==> config.mk <==
export PLATFORM = sky130hd
export DESIGN_NAME = tsal_adc_spi_reader
export DESIGN_NICKNAME = d
export VERILOG_FILES = /design/src/rtl/tsal_pkg.sv /design/src/rtl/tsal_sclk_gen.sv /design/src/rtl/tsal_adc_spi_reader.sv
export SDC_FILE = /design/constraint.sdc
export NUM_CORES = 1
export LEC_CHECK = 0
export ABC_AREA = 1
export BUFFER_PORTS_ARGS = -buffer_cell sky130_fd_sc_hd__buf_2
export CORE_MARGIN = 2
export CORE_UTILIZATION = 50
export CTS_BUF_LIST = sky130_fd_sc_hd__clkbuf_8 sky130_fd_sc_hd__clkbuf_16
export CTS_CLUSTER_DIAMETER = 120
export DETAILED_ROUTE_END_ITERATION = 8
export GPL_TIMING_DRIVEN = 1
export PLACE_DENSITY = 0.72
export SYNTH_ARGS = -nofsm -noshare
export SYNTH_HDL_FRONTEND = slang
export SYNTH_HIERARCHICAL = 1
export SYNTH_SLANG_ARGS = --single-unit
==> constraint.sdc <==
create_clock -name i_clk -period 3.27 [get_ports i_clk]
set_input_delay 0 -clock i_clk [delete_from_list [all_inputs] [get_ports i_clk]]
set_output_delay 0 -clock i_clk [all_outputs]
set_load 0.02 [all_outputs]
==> src/rtl/tsal_pkg.sv <==
// ----------------------------------------------------------------------------
// tsal_pkg
// Shared definitions for the TSAL ADC SPI reader:
//   - tsal_state_e : reader FSM state encoding (also driven out on the debug port)
//   - TSAL_*_BITS  : default ADC081S021-style frame layout
//   - tsal_cnt_w() : counter width helper that never returns zero
// Optional feature macro used by the reader: TSAL_ADC_AVERAGE_EN.
// ----------------------------------------------------------------------------
package tsal_pkg;

  localparam int TSAL_FRAME_BITS = 16;  // s_clk rising edges per frame
  localparam int TSAL_LEAD_BITS  = 3;   // leading zeros preceding the data
  localparam int TSAL_DATA_BITS  = 8;   // data bits, MSB first

  typedef enum logic [2:0] {
    ST_IDLE  = 3'd0,
    ST_SETUP = 3'd1,
    ST_SHIFT = 3'd2,
    ST_DONE  = 3'd3,
    ST_GAP   = 3'd4
  } tsal_state_e;

  // Width able to hold 0..n-1, at least one bit so that n=1 still elaborates.
  function automatic int tsal_cnt_w(input int n);
    return (n <= 1) ? 1 : $clog2(n);
  endfunction

endpackage

==> src/rtl/tsal_sclk_gen.sv <==
// ----------------------------------------------------------------------------
// tsal_sclk_gen
// Half-period tick counter. Once loaded it counts clk cycles and pulses o_tick
// on the last cycle of every CLK_DIV-cycle window, wrapping automatically so
// consecutive half-periods follow back to back. Clear stops it at zero.
//
// Ports:
//   i_clk    system clock
//   i_rst_n  synchronous active-low reset
//   i_load   restart the window at zero and start running
//   i_clear  stop and hold at zero (wins over i_load)
//   o_tick   high during the final cycle of each window while running
// ----------------------------------------------------------------------------
module tsal_sclk_gen
  import tsal_pkg::*;
#(
  parameter int CLK_DIV = 2
) (
  input  logic i_clk,
  input  logic i_rst_n,
  input  logic i_load,
  input  logic i_clear,
  output logic o_tick
);

  localparam int            CW   = tsal_cnt_w(CLK_DIV);
  localparam logic [CW-1:0] LAST = CW'(CLK_DIV - 1);

  logic [CW-1:0] r_cnt;
  logic          r_run;

  always_ff @(posedge i_clk) begin
    if (!i_rst_n || i_clear) begin
      r_cnt <= '0;
      r_run <= 1'b0;
    end else if (i_load) begin
      r_cnt <= '0;
      r_run <= 1'b1;
    end else if (r_run) begin
      r_cnt <= (r_cnt == LAST) ? '0 : r_cnt + 1'b1;
    end
  end

  assign o_tick = r_run && (r_cnt == LAST);

endmodule

==> src/rtl/tsal_adc_spi_reader.sv <==
// ----------------------------------------------------------------------------
// tsal_adc_spi_reader
// SPI master for a single-channel 8-bit ADC (3 leading zeros, 8 data bits
// MSB first, 5 ignored trailing bits). Runs back-to-back conversions while
// i_enable is high and hands each good sample to the threshold comparator.
//
// Optional feature: define TSAL_ADC_AVERAGE_EN to output a 4-sample moving
// average of good frames instead of the raw captured value.
//
// Ports:
//   i_clk            system clock
//   i_rst_n          synchronous active-low reset
//   i_enable         run continuous conversions while high
//   i_s_data         ADC serial data (MISO)
//   o_s_clk          SPI clock, idles high (CPOL=1)
//   o_cs             ADC chip select, active low
//   o_sample         last good sample (or moving average)
//   o_sample_valid   one-cycle strobe when o_sample updates
//   o_frame_err      one-cycle strobe: a leading bit read 1
//   o_dbg_state      current FSM state (tsal_state_e encoding)
//
// Output strobe semantics: o_sample_valid and o_frame_err are single-cycle,
// mutually exclusive pulses issued in the cycle cs returns high. There is no
// back-pressure; o_sample is stable from a valid strobe until the next one.
// ----------------------------------------------------------------------------
module tsal_adc_spi_reader
  import tsal_pkg::*;
#(
  parameter int CLK_DIV    = 2,
  parameter int FRAME_BITS = TSAL_FRAME_BITS,
  parameter int LEAD_BITS  = TSAL_LEAD_BITS,
  parameter int DATA_BITS  = TSAL_DATA_BITS,
  parameter int GAP_CYCLES = 8
) (
  input  logic                 i_clk,
  input  logic                 i_rst_n,
  input  logic                 i_enable,
  input  logic                 i_s_data,
  output logic                 o_s_clk,
  output logic                 o_cs,
  output logic [DATA_BITS-1:0] o_sample,
  output logic                 o_sample_valid,
  output logic                 o_frame_err,
  output logic [2:0]           o_dbg_state
);

  localparam int            BW       = tsal_cnt_w(FRAME_BITS + 1);
  localparam logic [BW-1:0] LAST_BIT = BW'(FRAME_BITS - 1);
  localparam logic [BW-1:0] LEAD_END = BW'(LEAD_BITS);
  localparam logic [BW-1:0] DATA_END = BW'(LEAD_BITS + DATA_BITS);
  localparam int            GW       = tsal_cnt_w(GAP_CYCLES);
  localparam int            GAP_N    = (GAP_CYCLES > 1) ? GAP_CYCLES - 2 : 0;
  localparam logic [GW-1:0] GAP_LAST = GW'(GAP_N);
  // With a single gap cycle DONE itself is the whole gap.
  localparam logic          NO_GAP   = (GAP_CYCLES <= 1);

  tsal_state_e          r_state;
  logic                 r_cs;
  logic                 r_sclk;
  logic [BW-1:0]        r_bit;
  logic                 r_phase;     // 0: low half of the bit, 1: high half
  logic                 r_lead_err;  // sticky for the current frame
  logic [GW-1:0]        r_gap;
  logic [DATA_BITS-1:0] r_data;
  logic [DATA_BITS-1:0] r_sample;
  logic                 r_valid;
  logic                 r_ferr;

  logic                 w_tick;
  logic                 w_gap_end;
  logic                 w_load;
  logic                 w_last_tick;
  logic [DATA_BITS-1:0] w_sample_next;

  assign w_gap_end   = ((r_state == ST_GAP) && (r_gap == GAP_LAST)) ||
                       ((r_state == ST_DONE) && NO_GAP);
  // enable is only looked at in IDLE and at the end of the gap.
  assign w_load      = ((r_state == ST_IDLE) || w_gap_end) && i_enable;
  assign w_last_tick = (r_state == ST_SHIFT) && w_tick && r_phase &&
                       (r_bit == LAST_BIT);

  tsal_sclk_gen #(
    .CLK_DIV (CLK_DIV)
  ) u_sclk_gen (
    .i_clk   (i_clk),
    .i_rst_n (i_rst_n),
    .i_load  (w_load),
    .i_clear (w_last_tick),
    .o_tick  (w_tick)
  );

`ifdef TSAL_ADC_AVERAGE_EN
  logic [DATA_BITS-1:0] r_win [4];
  logic [DATA_BITS+1:0] r_sum;
  logic                 r_primed;
  logic [DATA_BITS+1:0] w_sum_next;

  // Running sum: drop the oldest slot, add the new value. The very first good
  // frame fills all four slots, so the sum starts at four times that value.
  always_comb begin
    w_sum_next = {r_data, 2'b00};
    if (r_primed) begin
      w_sum_next = r_sum - {2'b00, r_win[3]} + {2'b00, r_data};
    end
  end

  assign w_sample_next = w_sum_next[DATA_BITS+1:2];

  always_ff @(posedge i_clk) begin
    if (!i_rst_n) begin
      for (int i = 0; i < 4; i++) r_win[i] <= '0;
      r_sum    <= '0;
      r_primed <= 1'b0;
    end else if (w_last_tick && !r_lead_err) begin
      r_sum    <= w_sum_next;
      r_primed <= 1'b1;
      if (!r_primed) begin
        for (int i = 0; i < 4; i++) r_win[i] <= r_data;
      end else begin
        r_win[0] <= r_data;
        for (int i = 1; i < 4; i++) r_win[i] <= r_win[i-1];
      end
    end
  end
`else
  assign w_sample_next = r_data;
`endif

  always_ff @(posedge i_clk) begin
    if (!i_rst_n) begin
      r_state    <= ST_IDLE;
      r_cs       <= 1'b1;
      r_sclk     <= 1'b1;
      r_bit      <= '0;
      r_phase    <= 1'b0;
      r_lead_err <= 1'b0;
      r_gap      <= '0;
      r_data     <= '0;
      r_sample   <= '0;
      r_valid    <= 1'b0;
      r_ferr     <= 1'b0;
    end else begin
      r_valid <= 1'b0;
      r_ferr  <= 1'b0;
      if (w_load) begin
        r_state    <= ST_SETUP;
        r_cs       <= 1'b0;
        r_sclk     <= 1'b1;
        r_bit      <= '0;
        r_phase    <= 1'b0;
        r_lead_err <= 1'b0;
      end else begin
        case (r_state)
          ST_SETUP: begin
            if (w_tick) begin
              r_state <= ST_SHIFT;
              r_sclk  <= 1'b0;
            end
          end
          ST_SHIFT: begin
            if (w_tick) begin
              if (!r_phase) begin
                // This edge drives s_clk 0->1: capture the bit now.
                r_sclk  <= 1'b1;
                r_phase <= 1'b1;
                if (r_bit < LEAD_END) begin
                  if (i_s_data) r_lead_err <= 1'b1;
                end else if (r_bit < DATA_END) begin
                  r_data <= {r_data[DATA_BITS-2:0], i_s_data};
                end
              end else if (r_bit == LAST_BIT) begin
                r_state <= ST_DONE;
                r_cs    <= 1'b1;
                if (r_lead_err) begin
                  r_ferr <= 1'b1;
                end else begin
                  r_valid  <= 1'b1;
                  r_sample <= w_sample_next;
                end
              end else begin
                r_bit   <= r_bit + 1'b1;
                r_phase <= 1'b0;
                r_sclk  <= 1'b0;
              end
            end
          end
          ST_DONE, ST_GAP: begin
            if (w_gap_end) begin
              r_state <= ST_IDLE;
            end else if (r_state == ST_DONE) begin
              r_state <= ST_GAP;
              r_gap   <= '0;
            end else begin
              r_gap <= r_gap + 1'b1;
            end
          end
          default: begin
            r_state <= ST_IDLE;
            r_cs    <= 1'b1;
            r_sclk  <= 1'b1;
          end
        endcase
      end
    end
  end

  assign o_s_clk        = r_sclk;
  assign o_cs           = r_cs;
  assign o_sample       = r_sample;
  assign o_sample_valid = r_valid;
  assign o_frame_err    = r_ferr;
  assign o_dbg_state    = r_state;

endmodule
# [Yosys cells after proc, flatten, opt, wreduce, memory -nomap -nowiden]
# Index checks and enable logic that the tools add are counted.
[word_totals] ff_bits=35 in_bits=4 out_inout_bits=15 wordCells=96
[op_classes] add_sub_neg=3 magnitude_cmp=2 eq_ne=18 mux=24 bitwise_logic=10 reduce_logical=25
[ops] operator="2-to-1 mux 3 bit" count=7
[ops] operator="AND reduction 5 bit" count=3
[ops] operator="2-to-1 mux 1 bit" count=14
[ops] operator="AND reduction 4 bit" count=3
[ops] operator="AND reduction 6 bit" count=2
[ops] operator="inverter 1 bit" count=10
[ops] operator="inequality test 3 x 2 -> 1 bit, second input constant" count=3
[ops] operator="case mux 3 bit (3 select lines)" count=1
[ops] operator="== test 3 x 2 -> 1 bit, second input constant" count=2
[ops] operator="== test 3 bit, second input constant" count=2
[ops] operator="logical AND 1 bit" count=6
[ops] operator="inequality test 2 bit, second input constant" count=3
[ops] operator="inequality test 3 bit, second input constant" count=2
[ops] operator="OR reduction 2 bit" count=3
[ops] operator="OR reduction 6 bit" count=1
[ops] operator="adder 5 x 1 -> 5 bit, second input constant" count=1
[ops] operator="== test 5 x 4 -> 1 bit, second input constant" count=1
[ops] operator="less-than comparator 5 x 2 -> 1 bit, second input constant" count=1
[ops] operator="less-than comparator 5 x 4 -> 1 bit, second input constant" count=1
[ops] operator="inequality test 2 x 1 -> 1 bit, second input constant" count=2
[ops] operator="inequality test 4 x 3 -> 1 bit, second input constant" count=1
[ops] operator="adder 3 x 1 -> 3 bit, second input constant" count=1
[ops] operator="== test 3 x 1 -> 1 bit, second input constant" count=1
[ops] operator="logical NOT 3 bit" count=1
[ops] operator="9 further kinds" count=10

# [Longest topological paths before layout]
[logic_depth] depth_word=6 mapped_depth=12 mapped_depth_nobuf=12

# [By module]
# The synthesis kept the hierarchy.
[by_module_without_submodules] mod="tsal_adc_spi_reader" instances=1 cells_each=230 area_each_um2=1574.0 seq_area_each_um2=660.6
[by_module_without_submodules] mod="tsal_sclk_gen" instances=1 cells_each=14 area_each_um2=90.1 seq_area_each_um2=40.0

# [Worst setup path before layout]
# OpenSTA, ideal clock, no wires.
[synth_path] kind="register to register" start="register r_bit[0]" end="register u_sclk_gen.r_cnt" setup_ps=112 arrival_ps=1436 required_ps=3158 path_slack_ps=1723 path_stages_with_launch=11 path_buffers=1 synth_period_minus_slack_ps=1547 cell_sequence="dfxtp_1 ha_1 nand2_1 nor2_1 ha_1 nand2_1 nor2_8 buf_8 inv_1 nand3_1 nor2_2"
[synth_via] elab_chain_cells=4
[synth_lines] item="start: declaration" line_no="tsal_adc_spi_reader.sv:60" rtl="logic [BW-1:0] r_bit;"
[synth_lines] item="start signal: assignment" line_no="tsal_adc_spi_reader.sv:181" rtl="r_bit <= r_bit + 1'b1;"
[synth_lines] item="== test 5 x 4 -> 1 bit" line_no="tsal_adc_spi_reader.sv:80" rtl="(r_bit == LAST_BIT);"
[synth_lines] item="logical AND 1 bit" line_no="tsal_adc_spi_reader.sv:79" rtl="assign w_last_tick = (r_state == ST_SHIFT) && w_tick && r_phase &&"
[synth_lines] item="net w_last_tick" line_no="tsal_adc_spi_reader.sv:72" rtl="logic w_last_tick;"
[synth_lines] item="logical OR 1 bit" line_no="tsal_sclk_gen.sv:33" rtl="if (!i_rst_n || i_clear) begin"
[synth_lines] item="OR reduction 2 bit (no line)"
[synth_lines] item="end signal: assignment" line_no="tsal_sclk_gen.sv:40" rtl="r_cnt <= (r_cnt == LAST) ? '0 : r_cnt + 1'b1;"
[synth_lines] item="end: declaration" line_no="tsal_sclk_gen.sv:29" rtl="logic [CW-1:0] r_cnt;"
# The timed path passes the listed nets, and every way through them passes these cells.
# A chain may end at the register's enable or synchronous reset.

# [Worst setup path after layout]
[layout_path] start="register r_bit[0]" end="register r_bit[4]"
[layout_via] elab_chain_cells=3 elab_cells_between_ends=4 classes_between="add/sub: 1; eq/ne: 1; bitwise: 1; reduce/logical: 1"
[layout_lines] item="parallel branches: the longest is 3 deep, another holds adder 5 x 1 -> 5 bit"
# Parallel ways; which one is timed is not known.

==> results.yml <==
run_status:
  run_status: "finished clean"
die:
  core-area_um2: 3103
  die_x_um: 61.69
  die_area_um2: 3806
  ioPinCount: 19
  num_rows: 20
  dieHeight_um: 61.69
  start_util_pct: 53.63
placement:
  place_ws_ps: 1599
  port_buffers: 18
  dpl.hpwl_um: 2135
  routabilityCongestion: 0.7952
  placed_cell_area_um2: 1770
synth:
  synth-xor-area-share_pct: 0
  synth_compound_area_share_pct: 6.917
  yosysTopAreaCell: "dfxtp_1"
  synth_top_family_by_area: "simple AND/OR/NAND/NOR gates"
  ys_warn_count: 6
  synth_area_um2: 1664
  synth_top_area_share_pct: 42.11
  synth_nets: 252
  synth-async-reset-ratio_pct: 0
  ys.flop_type: "dfxtp_1"
  synth_area_leaders: "dfxtp_1, nand2_1, nor2_1"
  yosysMostFrequentCell: "nand2_1"
  yosysSeqAreaShare_pct: 42.11
  synthSimpleGateAreaFrac_pct: 37.67
  synth_edf_count: 0
  synth_common_cells: "nand2_1, nor2_1, dfxtp_1"
  synth_mux_area_share_pct: 0
  ys_types: 23
  synth_cells: 244
  synth_seq_cells: 35
  syn_avg_cell_area_um2: 6.820
  synth_fa_ha_area_share_pct: 3.008
sta:
  finalSetupTns_ps: 0
  setup_slack_ps: 1580
  rsz0062_at_grt: "no"
  slew_viol_final: 0
  slew_headroom_pct: 69.71
  worst_slew_pin_slew_ps: 451.6
  hold_viol: 0
  fmax_ghz: 0.5916
  period_minus_slack_ps: 1690
  skew_ps: 6.547
  fin_crit_sh_pct: 51.69
  setup_viol: 0
  whs_ps: 24.80
detailed_routing:
  wl_um: 3018
  ant_nets: 0
  drtPass1Iterations: 4
  viasPerCell: 4.676
  wl_per_cell_um: 9.767
  drc: 0
  drt_iter0_markers: 69
  vias: 1445
finish:
  syn2layout_area_growth_pct: 11.28
  diodes: 0
  final_core_util_pct: 59.68
  layout.nets: 272
  multi_input_area_um2: 792.0
  fillers: 323
  ff_latch_area_um2: 700.7
  drive_gt1_share_pct: 13.58
  fin_area_um2: 1852
critical_path:
  critPathSlowestCell: "dfxtp_1"
  cp-startpoint: "r_bit[0]"
  worst-path-max-fanout: 9
  crit_path_end_kind: "flop"
  crit_required_ps: 3490
  crit_type: "flop to flop"
  crit_top_cell: "ha_1"
  arrival_ps: 1910
  start_kind: "flop"
  worst_path_largest_cell_delay_ps: 330
  r2r-start: "r_bit[0]"
  path_cells: "ha_1 > nand2_1 > nor2_1 > ha_1 > inv_1 > nand3_1 > nor2_2 > o21ai_0 > a21oi_1"
clocking:
  root_buffer: "clkbuf_8"
  clock-sinks: 35
  cts_made_buffers: 5
  clockBufferDepth: 2
  cts_hold_buf: 0
  cts_resized: 0
  clock_latency_ps: 290
  post_cts_buffers: 0
  path_clk_slew_ps: 70
  htreeDepth: 2
  cts_tree: "done"
grt:
  overflow: 0
  grt_pass1_vias: 1173
  track_usage_pct: 18.15
  grt_pass1_wl_um: 5037
  antenna_found_initial: 0
  grt_max_degree: 23
pwr:
  power.leakage_uw: 0.0008743
  pwr-share-seq_pct: 47.7
  power_frac_clock_pct: 29.9
  p_per_area_nw_per_um2: 529.1
  p_comb_share_pct: 22.4
  total_switching_power_uw: 314.7
  ir_drop_uv: 278.0
  p_int_uw: 665.1
  swShare_pct: 32.12
worst_hold_path:
  min_path_type: "input pin to flop"
  worstHoldStart: "i_s_data"
run:
  maxCapViolCount: 0
sequential cells by signal, indices dropped and copies added (netlist names):
name              flops
o_cs                  1
o_dbg_state           3
o_frame_err           1
o_s_clk               1
o_sample              8
o_sample_valid        1
r_bit                 5
r_data                8
r_gap                 3
r_lead_err            1
r_phase               1
u_sclk_gen/r_cnt      1
u_sclk_gen/r_run      1
power groups by stage:
stage	clock [µW]	combinational [µW]	sequential [µW]
CTS	303	221	468
global route	323	251	472
detailed placement	0	220	477
global placement	0	219	477
floorplan	0	152	495
finish	293	220	468
worst paths after layout:
kind / end / slack, ps / depth (start not counted)
hold reg to reg: o_sample_valid / 440 / 1
hold / removal: r_data[0] / 20 / 5
setup reg to reg: r_bit[4] / 1580 / 9
setup / recovery: r_bit[4] / 1580 / 9
cell usage in the layout (no fill, tap or decap):
cell,instances
clkinv_2,2
nor2_2,4
ha_1,4
clkbuf_8,5
inv_2,1
buf_2,18
o21ai_0,2
nor2_1,38
clkinv_1,1
inv_1,34
nand2_1,65
nor3_1,1
nand2_4,1
nand3_1,26
nand3b_1,1
a21oi_1,21
dfxtp_1,35
nor2_4,2
nand2_2,2
nor4_1,1
nor2_8,1
routing by layer:
metal | share of wire (%) | GRT usage [%]
met1 | 52 | 25.71
met2 | 42 | 25.71
met3 | 3.8 | 4.348
met4 | 2.0 | 9.119
met5 | 0 | 0
cell type report:
class / instances / area share (%)
Clock buffer: 5 / 3.716
Clock inverter: 3 / 0.6757
Inverter: 35 / 7.162
Multi-Input combinational cell: 169 / 42.77
Sequential cell: 35 / 37.84
Tap cell: 44 / 2.973
Timing Repair Buffer: 18 / 4.865
kinds of logic after synthesis:
family / Yosys count
compound gates: 23
fa+ha+maj: 4
buf+inv: 40
flops: 35
simple gates: 142
worst max-delay path: cells and delay by family (launching register included):
family | cells | cell delay (ps)
AOI/OAI and AO/OA | 2 | 270
adders and majority gates | 2 | 410
buffers and inverters | 1 | 70
DFF | 1 | 330
and+or+nand+nor | 4 | 540
metrics by stage:
step           total power (µW)  cells
6_report                  979.8    309
5_1_grt                    1045    309
4_1_cts                   991.4    309
3_5_place_dp              697.5    301
3_3_place_gp              696.3    301
2_1_floorplan             647.5    244
Power figures use the tool's default switching activity.
